<file path="config.mk">
export PLATFORM = sky130hd
export DESIGN_NAME = decoder_scan_ctrl_flat
export DESIGN_NICKNAME = d
export VERILOG_FILES = /design/src/rtl/decoder_scan_ctrl_pkg.sv /design/src/rtl/decoder_scan_ctrl_if.sv /design/src/rtl/decoder_scan_ctrl_chan_next_sel.sv /design/src/rtl/decoder_scan_ctrl.sv /design/src/flat_wrapper.sv
export SDC_FILE = /design/constraint.sdc
export NUM_CORES = 1
export LEC_CHECK = 0
export ABC_AREA = 1
export CAP_MARGIN = 40
export CORE_ASPECT_RATIO = 0.6
export CORE_MARGIN = 2
export CORE_UTILIZATION = 45
export DETAILED_ROUTE_END_ITERATION = 6
export GPL_TIMING_DRIVEN = 0
export PLACE_DENSITY = 0.7
export SETUP_SLACK_MARGIN = 0.4
export SLEW_MARGIN = 20
export SYNTH_ARGS = -nofsm -noshare
export SYNTH_HDL_FRONTEND = slang
export SYNTH_SLANG_ARGS = --single-unit
export TNS_END_PERCENT = 1
</file>
<file path="constraint.sdc">
create_clock -name clk -period 3.02 [get_ports clk]
set_input_delay 0.453 -clock clk [delete_from_list [all_inputs] [get_ports clk]]
set_output_delay 0.453 -clock clk [all_outputs]
set_load 0.03 [all_outputs]
</file>
<file path="src/rtl/decoder_scan_ctrl_pkg.sv">
// decoder_scan_ctrl_pkg: shared state encoding, default dwell width and lowest-channel helper
package decoder_scan_ctrl_pkg;
    localparam int DW_DEF = 8;
    typedef enum logic [1:0] {IDLE, BLANK, DRIVE} state_t;
    function automatic logic [1:0] lowest_chan(input logic [3:0] m);
        return m[0] ? 2'd0 : m[1] ? 2'd1 : m[2] ? 2'd2 : 2'd3;
    endfunction
endpackage

</file>
<file path="src/rtl/decoder_scan_ctrl_if.sv">
// decoder_scan_ctrl_if: scan request inputs and registered decoder drive outputs
interface decoder_scan_ctrl_if import decoder_scan_ctrl_pkg::*; #(parameter int DW = DW_DEF);
    logic          run;
    logic [3:0]    mask;
    logic [DW-1:0] dwell;
    logic [1:0]    A;
    logic          E;
    logic          frame_done;
    modport master (output run, mask, dwell, input A, E, frame_done);
    modport slave  (input run, mask, dwell, output A, E, frame_done);
endinterface

</file>
<file path="src/rtl/decoder_scan_ctrl_chan_next_sel.sv">
// chan_next_sel: rotating search for the next enabled channel above a, wrap flag when it is not higher
module chan_next_sel (
    input  logic [1:0] a,
    input  logic [3:0] mask,
    output logic [1:0] nxt,
    output logic       wrap
);
    always_comb begin
        nxt = a;
        // descending offsets so the nearest enabled channel above a wins; offset 4 is a itself
        for (int k = 4; k >= 1; k--)
            if (mask[a + 2'(k)]) nxt = a + 2'(k);
    end
    assign wrap = nxt <= a;
endmodule

</file>
<file path="src/rtl/decoder_scan_ctrl.sv">
// decoder_scan_ctrl: blanked round-robin scan of a 2-to-4 decoder with per-channel dwell
module decoder_scan_ctrl import decoder_scan_ctrl_pkg::*; #(
    parameter int DW = DW_DEF
) (
    input  logic clk,
    input  logic rst_n,
    decoder_scan_ctrl_if.slave bus
);
    state_t        state, state_nxt;
    logic [1:0]    a_q, a_nxt, sel;
    logic          e_q, e_nxt, fd_q, fd_nxt, wrap, go;
    logic [DW-1:0] cnt, cnt_nxt;

    chan_next_sel u_sel (.a(a_q), .mask(bus.mask), .nxt(sel), .wrap(wrap));

    assign go = bus.run && |bus.mask;
    assign bus.A = a_q;
    assign bus.E = e_q;
    assign bus.frame_done = fd_q;

    always_ff @(posedge clk) begin
        if (!rst_n) begin
            state <= IDLE;
            a_q   <= 2'd0;
            e_q   <= 1'b0;
            fd_q  <= 1'b0;
            cnt   <= '0;
        end else begin
            state <= state_nxt;
            a_q   <= a_nxt;
            e_q   <= e_nxt;
            fd_q  <= fd_nxt;
            cnt   <= cnt_nxt;
        end
    end

    // A only moves on entry to BLANK or IDLE, so it is always settled before E rises
    always_comb begin
        state_nxt = state;
        a_nxt     = a_q;
        e_nxt     = 1'b0;
        fd_nxt    = 1'b0;
        cnt_nxt   = cnt;
        case (state)
            IDLE: begin
                state_nxt = go ? BLANK : IDLE;
                a_nxt     = go ? lowest_chan(bus.mask) : 2'd0;
            end
            BLANK: begin
                state_nxt = DRIVE;
                e_nxt     = 1'b1;
                cnt_nxt   = bus.dwell;
            end
            DRIVE: begin
                if (cnt != '0) begin
                    cnt_nxt = cnt - 1'b1;
                    e_nxt   = 1'b1;
                end else begin
                    state_nxt = go ? BLANK : IDLE;
                    a_nxt     = go ? sel : 2'd0;
                    fd_nxt    = go && wrap;
                end
            end
            default: begin
                state_nxt = IDLE;
                a_nxt     = 2'd0;
            end
        endcase
    end
endmodule
</file>
<file path="src/flat_wrapper.sv">
// flat-port wrapper written by rule: the top's interface ports become plain ports
module decoder_scan_ctrl_flat import decoder_scan_ctrl_pkg::*;
#(
    parameter int DW = DW_DEF
)
  (clk, rst_n, bus_run, bus_mask, bus_dwell, bus_A, bus_E, bus_frame_done);
  decoder_scan_ctrl_if #(.DW(DW)) bus_i ();
  input  logic clk;
  input  logic rst_n;
  input wire logic [$bits(bus_i.run)-1:0] bus_run;
  input wire logic [$bits(bus_i.mask)-1:0] bus_mask;
  input wire logic [$bits(bus_i.dwell)-1:0] bus_dwell;
  output wire logic [$bits(bus_i.A)-1:0] bus_A;
  output wire logic [$bits(bus_i.E)-1:0] bus_E;
  output wire logic [$bits(bus_i.frame_done)-1:0] bus_frame_done;
  assign bus_i.run = bus_run;
  assign bus_i.mask = bus_mask;
  assign bus_i.dwell = bus_dwell;
  assign bus_A = bus_i.A;
  assign bus_E = bus_i.E;
  assign bus_frame_done = bus_i.frame_done;
  decoder_scan_ctrl #(.DW(DW)) u_core (.clk(clk), .rst_n(rst_n), .bus(bus_i));
endmodule
</file>
==> results.py, run 1 <==
metrics = {
    "timing": {
        "slew_violations": 0,
        "rsz0062_at_grt": "no",
        "worst_hold_slack_ps": 492,
        "finClkSkew_ps": 2.00,
        "hold_viol_final": 0,
        "tightest_slew_ps": 342,
        "setup_slack_ps": 631,
        "finalSetupViolations": 0,
        "setup_tns_ps": 0,
        "layout_min_cycle_time_ps": 2390,
        "min_period_over_period_pct": 79.1,
        "max_freq_mhz": 419,
        "slew_headroom_pct": 77.1,
    },
    "placement": {
        "hpwl_um": 2160,
        "finalWeightedCongestion": 0.875,
        "dpl_worst_slack_ps": 399,
        "port_buffers": 17,
        "placed_cell_area_sq_mm": 0.00133,
    },
    "cts": {
        "cts_hold_buf": 0,
        "cts-htree-levels": 1,
        "clk_pin_slew_ps": 60,
        "numClockSinks": 14,
        "cts_buffer_depth": 2,
        "cts_buffers": 3,
        "root_buffer": "clkbuf_8",
        "insertion_delay_ps": 240,
        "tritoncts": "built",
    },
    "synth": {
        "synth_most_common_cell": "nand2_1",
        "async_flop_share_pct": 0,
        "syn_area_sq_mm": 0.00112,
        "synthesis.nets": 191,
        "synth_top_area_share_pct": 24.9,
        "ys_seq_area_share_pct": 24.9,
        "synth_edf_count": 0,
        "ys_warn_count": 0,
        "synth.top_cells.by_count": "48 x nand2_1, 18 x inv_1, 14 x dfxtp_1, 13 x nand3_1, 10 x o21ai_0",
        "synth_top_cell_by_area": "dfxtp_1",
        "synth-seq-cells": 14,
        "synthTopCellsByArea": "dfxtp_1 25%, nand2_1 16%, ha_1 8.9%, inv_1 6.0%, nand3_1 5.8%",
        "ys_types": 30,
        "syn_inst": 168,
        "avgSynthCellArea_sq_um": 6.69,
        "synth_flop_cell": "dfxtp_1",
    },
    "global_routing": {
        "grt_max_degree": 11,
        "gr-usage-all-layers_pct": 21.4,
        "antenna_found_initial": 0,
        "grt_pass1_vias": 1029,
        "grt_pass1_wl_um": 4590,
        "grt.overflow.total": 0,
    },
    "die": {
        "die-area_sq_mm": 0.00293,
        "num_io_pins": 19,
        "die_w_um": 68.5,
        "core_sq_mm": 0.00226,
        "start_util_pct": 49.7,
        "rows": 13,
        "die_h_um": 42.7,
    },
    "detailed_routing": {
        "final_antenna_net_count": 0,
        "routedWlPerCell_um": 12.1,
        "wl_um": 2640,
        "via_per_inst": 4.98,
        "vias": 1086,
        "dr.pass1.iters": 4,
        "drt_iter0_markers": 85,
        "drcViolationCount": 0,
    },
    "finish": {
        "utilization_pct": 61.0,
        "nets": 213,
        "diodes": 0,
        "area_growth_pct": 22.7,
        "register_area_sq_um": 280,
        "fin_area_sq_mm": 0.00138,
        "n_fill_cell": 208,
        "multi_input_area_sq_um": 722,
        "drive_above_1_share_pct": 16.5,
    },
    "setup_path": {
        "path_cells": "clkdlybuf4s50_1 > nand2_2 > nand2_2 > nand2_2 > nand2_1 > inv_2 > nand3_1 > and2_1 > ha_1 > inv_1 > nor2_1 > o21ai_0 > nand3_1 > nor4_2",
        "cp_common_cell": "nand2_2",
        "cp_max_fo": 4,
        "crit_arrival_ps": 2540,
        "start_kind": "primary input",
        "crit_required_ps": 3170,
        "path_class": "primary input to flip-flop",
        "slowest_delay_ps": 490,
        "end_kind": "flip-flop",
        "critical_path.slowest_cell": "clkdlybuf4s50_1",
    },
    "min_path": {
        "hp-class": "flip-flop to flip-flop",
    },
    "pwr": {
        "max-vdd-ir-drop_mv": 0.466,
        "power_density_mw_per_mm2": 826,
        "cellLeakagePower_uw": 0.000652,
    },
    "run_status": {
        "outcome": "finished, final reports clean",
    },
    "job": {
        "max_cap_viol_count": 0,
    },
}
[path summary, 6_finish.rpt]
kind / startpoint / endpoint / slack [ps] / cells after the start
max reg2reg: u_core.bus.A[0] / u_core.bus.frame_done / 700 / 15
min: u_core.cnt[7] / u_core.cnt[7] / 490 / 2
max: bus_mask[1] / u_core.bus.frame_done / 630 / 14
min reg2reg: u_core.cnt[7] / u_core.cnt[7] / 490 / 2
[critical path, delay by kind of cell]
kind	cells	cell delay, ps
buf+inv	3	620
fa+ha+maj	1	290
compound gates	1	270
simple gates	9	920
[power breakdown]
| part | switching, uW | internal [uW] |
|---|---|---|
| clock | 63.3 | 88.2 |
| combinational | 432 | 265 |
| sequential | 50.7 | 241 |
| total | 546 | 594 |
[flip-flops by register name (all words and copies together) (netlist names)]
name and cells:
u_core.bus.A 2, u_core.bus.E 1, u_core.bus.frame_done 1, u_core.cnt 8, u_core.state 2
[final cells by class]
class                      instances  share of cell area, %
multi-input combinational        125                   52.4
sequential                        14                   20.3
timing repair buffer              17                   12.3
inverter                          26                   7.62
clock buffer                       3                   2.99
tap                               30                   2.72
buffer                             3                   1.63
[metal layers]
metal	GRT usage, %	vias up	part of all wire [%]
li1	-	583	-
met5	0	-	0
met4	3.60	0	0.49
met2	30.2	31	39
met3	6.37	2	6.8
met1	32.0	470	54
[layout by cell type (no fill, tap or decap), types with 2 or more instances in the layout]
master / instances
dfxtp_1: 14
o21ai_2: 2
nand2_2: 6
o211ai_1: 2
o21ai_0: 10
xor2_1: 3
o21ai_1: 2
inv_1: 18
nand3_1: 13
nand2_4: 2
buf_4: 3
nor3_1: 2
nor2_1: 8
inv_2: 5
a21oi_2: 3
ha_1: 8
nor3_2: 2
clkbuf_8: 3
clkdlybuf4s50_1: 17
a21oi_1: 6
nand2_1: 48
[cells by family (layout without fill, tap and decap cells)]
| logic type | Yosys count | in the layout | synth area share (%) |
|---|---|---|---|
| fa+ha+maj | 8 | 8 | 8.91 |
| flops | 14 | 14 | 24.9 |
| compound gates | 27 | 27 | 14.5 |
| xor+xnor | 3 | 3 | 2.34 |
| mux | 1 | 1 | 0.891 |
| buf+inv | 29 | 49 | 11.4 |
| simple gates | 86 | 86 | 37.1 |
[through the flow]
step | cells | power [uW]
floorplan | 168 | 835
global placement | 215 | 960
detailed placement | 215 | 982
CTS | 218 | 1140
global route | 218 | 1250
finish | 218 | 1140
[repair_timing]
| item | in CTS | in global routing |
|---|---|---|
| resized for setup | 0 | 1 |
| setup endpoints to repair | 0 | 1 |
| hold endpoints to repair | 0 | 0 |
| buffers inserted | 0 | 0 |
Note: power is estimated with default switching activity, not from simulation.
==> run 2: changes to the inputs <==
Clock period 3.02 ns to 2.2 ns, I/O delays scaled along.
==> results.py, run 2 (synthesized netlist as in run 1, its figures left out) <==
metrics = {
    "timing": {
        "layout_min_cycle_time_ps": 2020,
        "finalSetupViolations": 0,
        "setup_slack_ps": 184,
        "finClkSkew_ps": 1.81,
        "max_freq_mhz": 496,
        "hold_viol_final": 0,
        "slew_violations": 0,
        "min_period_over_period_pct": 91.6,
        "tightest_slew_ps": 374,
        "worst_hold_slack_ps": 394,
        "rsz0062_at_grt": "yes",
        "slew_headroom_pct": 74.9,
    },
    "die": {
        "die_w_um": 68.5,
        "die_h_um": 42.7,
        "core_sq_mm": 0.00226,
        "die-area_sq_mm": 0.00293,
        "num_io_pins": 19,
        "start_util_pct": 49.7,
        "rows": 13,
    },
    "setup_path": {
        "crit_required_ps": 2350,
        "end_kind": "flip-flop",
        "critical_path.slowest_cell": "dfxtp_4",
        "crit_arrival_ps": 2170,
        "path_buf_inv": 4,
        "reg2regPathDepth": 16,
        "path_cells": "buf_8 > clkinv_8 > nand2_4 > nand2_4 > nand2_4 > nand2_2 > inv_2 > buf_6 > nand2_2 > nand2_2 > nand2_1 > ha_1 > nand2_1 > o21ai_2 > nand3_2 > nor4_4",
        "worstSetupEndpoint": "u_core.bus.frame_done",
        "path_class": "flip-flop to flip-flop",
        "r2r_end": "u_core.bus.frame_done",
        "slowest_delay_ps": 360,
        "path_depth": 16,
        "timing.rr.start": "u_core.bus.A[0]",
        "cp_max_fo": 8,
        "startpoint": "u_core.bus.A[0]",
        "r2r_slack_ps": 180,
        "start_kind": "flip-flop",
        "cp_top_family": "simple AND/OR/NAND/NOR gates",
    },
    "cts": {
        "root_buffer": "clkbuf_8",
        "cts-htree-levels": 1,
        "clk_pin_slew_ps": 60,
        "numClockSinks": 14,
        "cts_buffers": 3,
        "insertion_delay_ps": 240,
        "tritoncts": "built",
        "cts_buffer_depth": 2,
    },
    "pwr": {
        "power_frac_clock_pct": 12.2,
        "cellLeakagePower_uw": 0.000741,
        "switching_share_pct": 48.7,
        "power_switching_uw": 861,
        "max-vdd-ir-drop_mv": 0.705,
        "p_comb_share_pct": 65.1,
        "power_density_mw_per_mm2": 1100,
        "p_int_uw": 906,
        "seq_power_share_pct": 22.7,
    },
    "detailed_routing": {
        "via_per_inst": 5.35,
        "drt_iter0_markers": 77,
        "wl_um": 3210,
        "final_antenna_net_count": 0,
        "routedWlPerCell_um": 14.2,
        "drcViolationCount": 0,
        "dr.pass1.iters": 4,
        "vias": 1209,
    },
    "placement": {
        "hpwl_um": 2070,
        "port_buffers": 17,
        "dpl_worst_slack_ps": -314,
        "finalWeightedCongestion": 0.886,
    },
    "run_status": {
        "outcome": "finished, final reports clean",
    },
    "global_routing": {
        "antenna_found_initial": 0,
        "grt.overflow.total": 0,
        "grt_pass1_vias": 1088,
        "grt_pass1_wl_um": 5190,
        "grt_max_degree": 11,
        "gr-usage-all-layers_pct": 23.9,
    },
    "finish": {
        "diodes": 0,
        "final_common_cell": "nand2_1",
        "drive_above_1_share_pct": 33.7,
        "area_growth_pct": 43.1,
        "layout_common_cells": "32 x nand2_1, 16 x inv_1, 13 x nand2_2, 13 x clkdlybuf4s50_1, 12 x dfxtp_1",
        "largest_register_ffs": 8,
        "largest_register": "u_core.cnt",
        "utilization_pct": 71.1,
        "nets": 220,
    },
    "job": {
        "max_cap_viol_count": 0,
    },
    "min_path": {
        "hp-class": "primary input to flip-flop",
    },
}
run 2: layout make-up:
cell class	instances	area [sq um]
Multi-Input combinational cell	125	866
Tap cell	30	37.5
Buffer	3	30.0
Fill cell	191	653
Sequential cell	14	285
Clock buffer	4	45.0
Timing Repair Buffer	24	229
Inverter	26	115
run 2: how the worst min path moves through the flow:
stage                          endpoint  depth (start not counted)  slack, ps           from
after detailed placement  u_core.cnt[7]                          2        490  u_core.cnt[7]
after global routing      u_core.cnt[0]                          3        390          rst_n
after global placement    u_core.cnt[7]                          2        480  u_core.cnt[7]
after CTS                 u_core.cnt[0]                          3        380          rst_n
after floorplan           u_core.cnt[7]                          2        460  u_core.cnt[7]
final                     u_core.cnt[0]                          3        390          rst_n
run 2: worst min-delay path, delay by kind of cell:
kind	cells	cell delay [ps]
compound gates	2	100
buf+inv	1	160
run 2: metal layers:
| metal | share of wire, % | routed length, um | GRT usage, % | up-vias |
|---|---|---|---|---|
| met1 | 49 | 1590 | 34.9 | 563 |
| li1 | - | - | - | 599 |
| met2 | 43 | 1400 | 35.6 | 43 |
| met4 | 0.44 | 14 | 3.60 | 0 |
| met5 | 0 | 0 | 0 | - |
| met3 | 6.6 | 213 | 6.37 | 4 |
run 2: what timing repair did:
action	4_1_cts	5_1_grt
setup buffers	5	2
hold buffers	0	0
gates resized for setup	25	24
setup endpoints to repair	1	1
pin swaps	14	13
run 2: metrics by stage:
| stage | TNS (ps) | instances | power (uW) | cell area, sq um |
|---|---|---|---|---|
| 4_1_cts | 0 | 224 | 1660 | 1500 |
| 2_1_floorplan | 0 | 168 | 1150 | 1130 |
| 3_5_place_dp | -314 | 215 | 1350 | 1340 |
| 6_report | 0 | 226 | 1770 | 1610 |
| 3_3_place_gp | -296 | 215 | 1320 | 1340 |
| 5_1_grt | 0 | 226 | 1910 | 1610 |
run 2: power groups by stage:
stage	clock network, uW	registers, uW	logic (uW)
finish	216	402	1150
global route	236	412	1260
CTS	220	398	1040
detailed placement	0	402	948
global placement	0	400	920
floorplan	0	404	746
==> run 3: changes to the inputs <==
Settings changed: CTS_CLUSTER_SIZE set to 28.
==> results of run 3 <==
Final layout, timing and power as in run 2 (identical DEF).
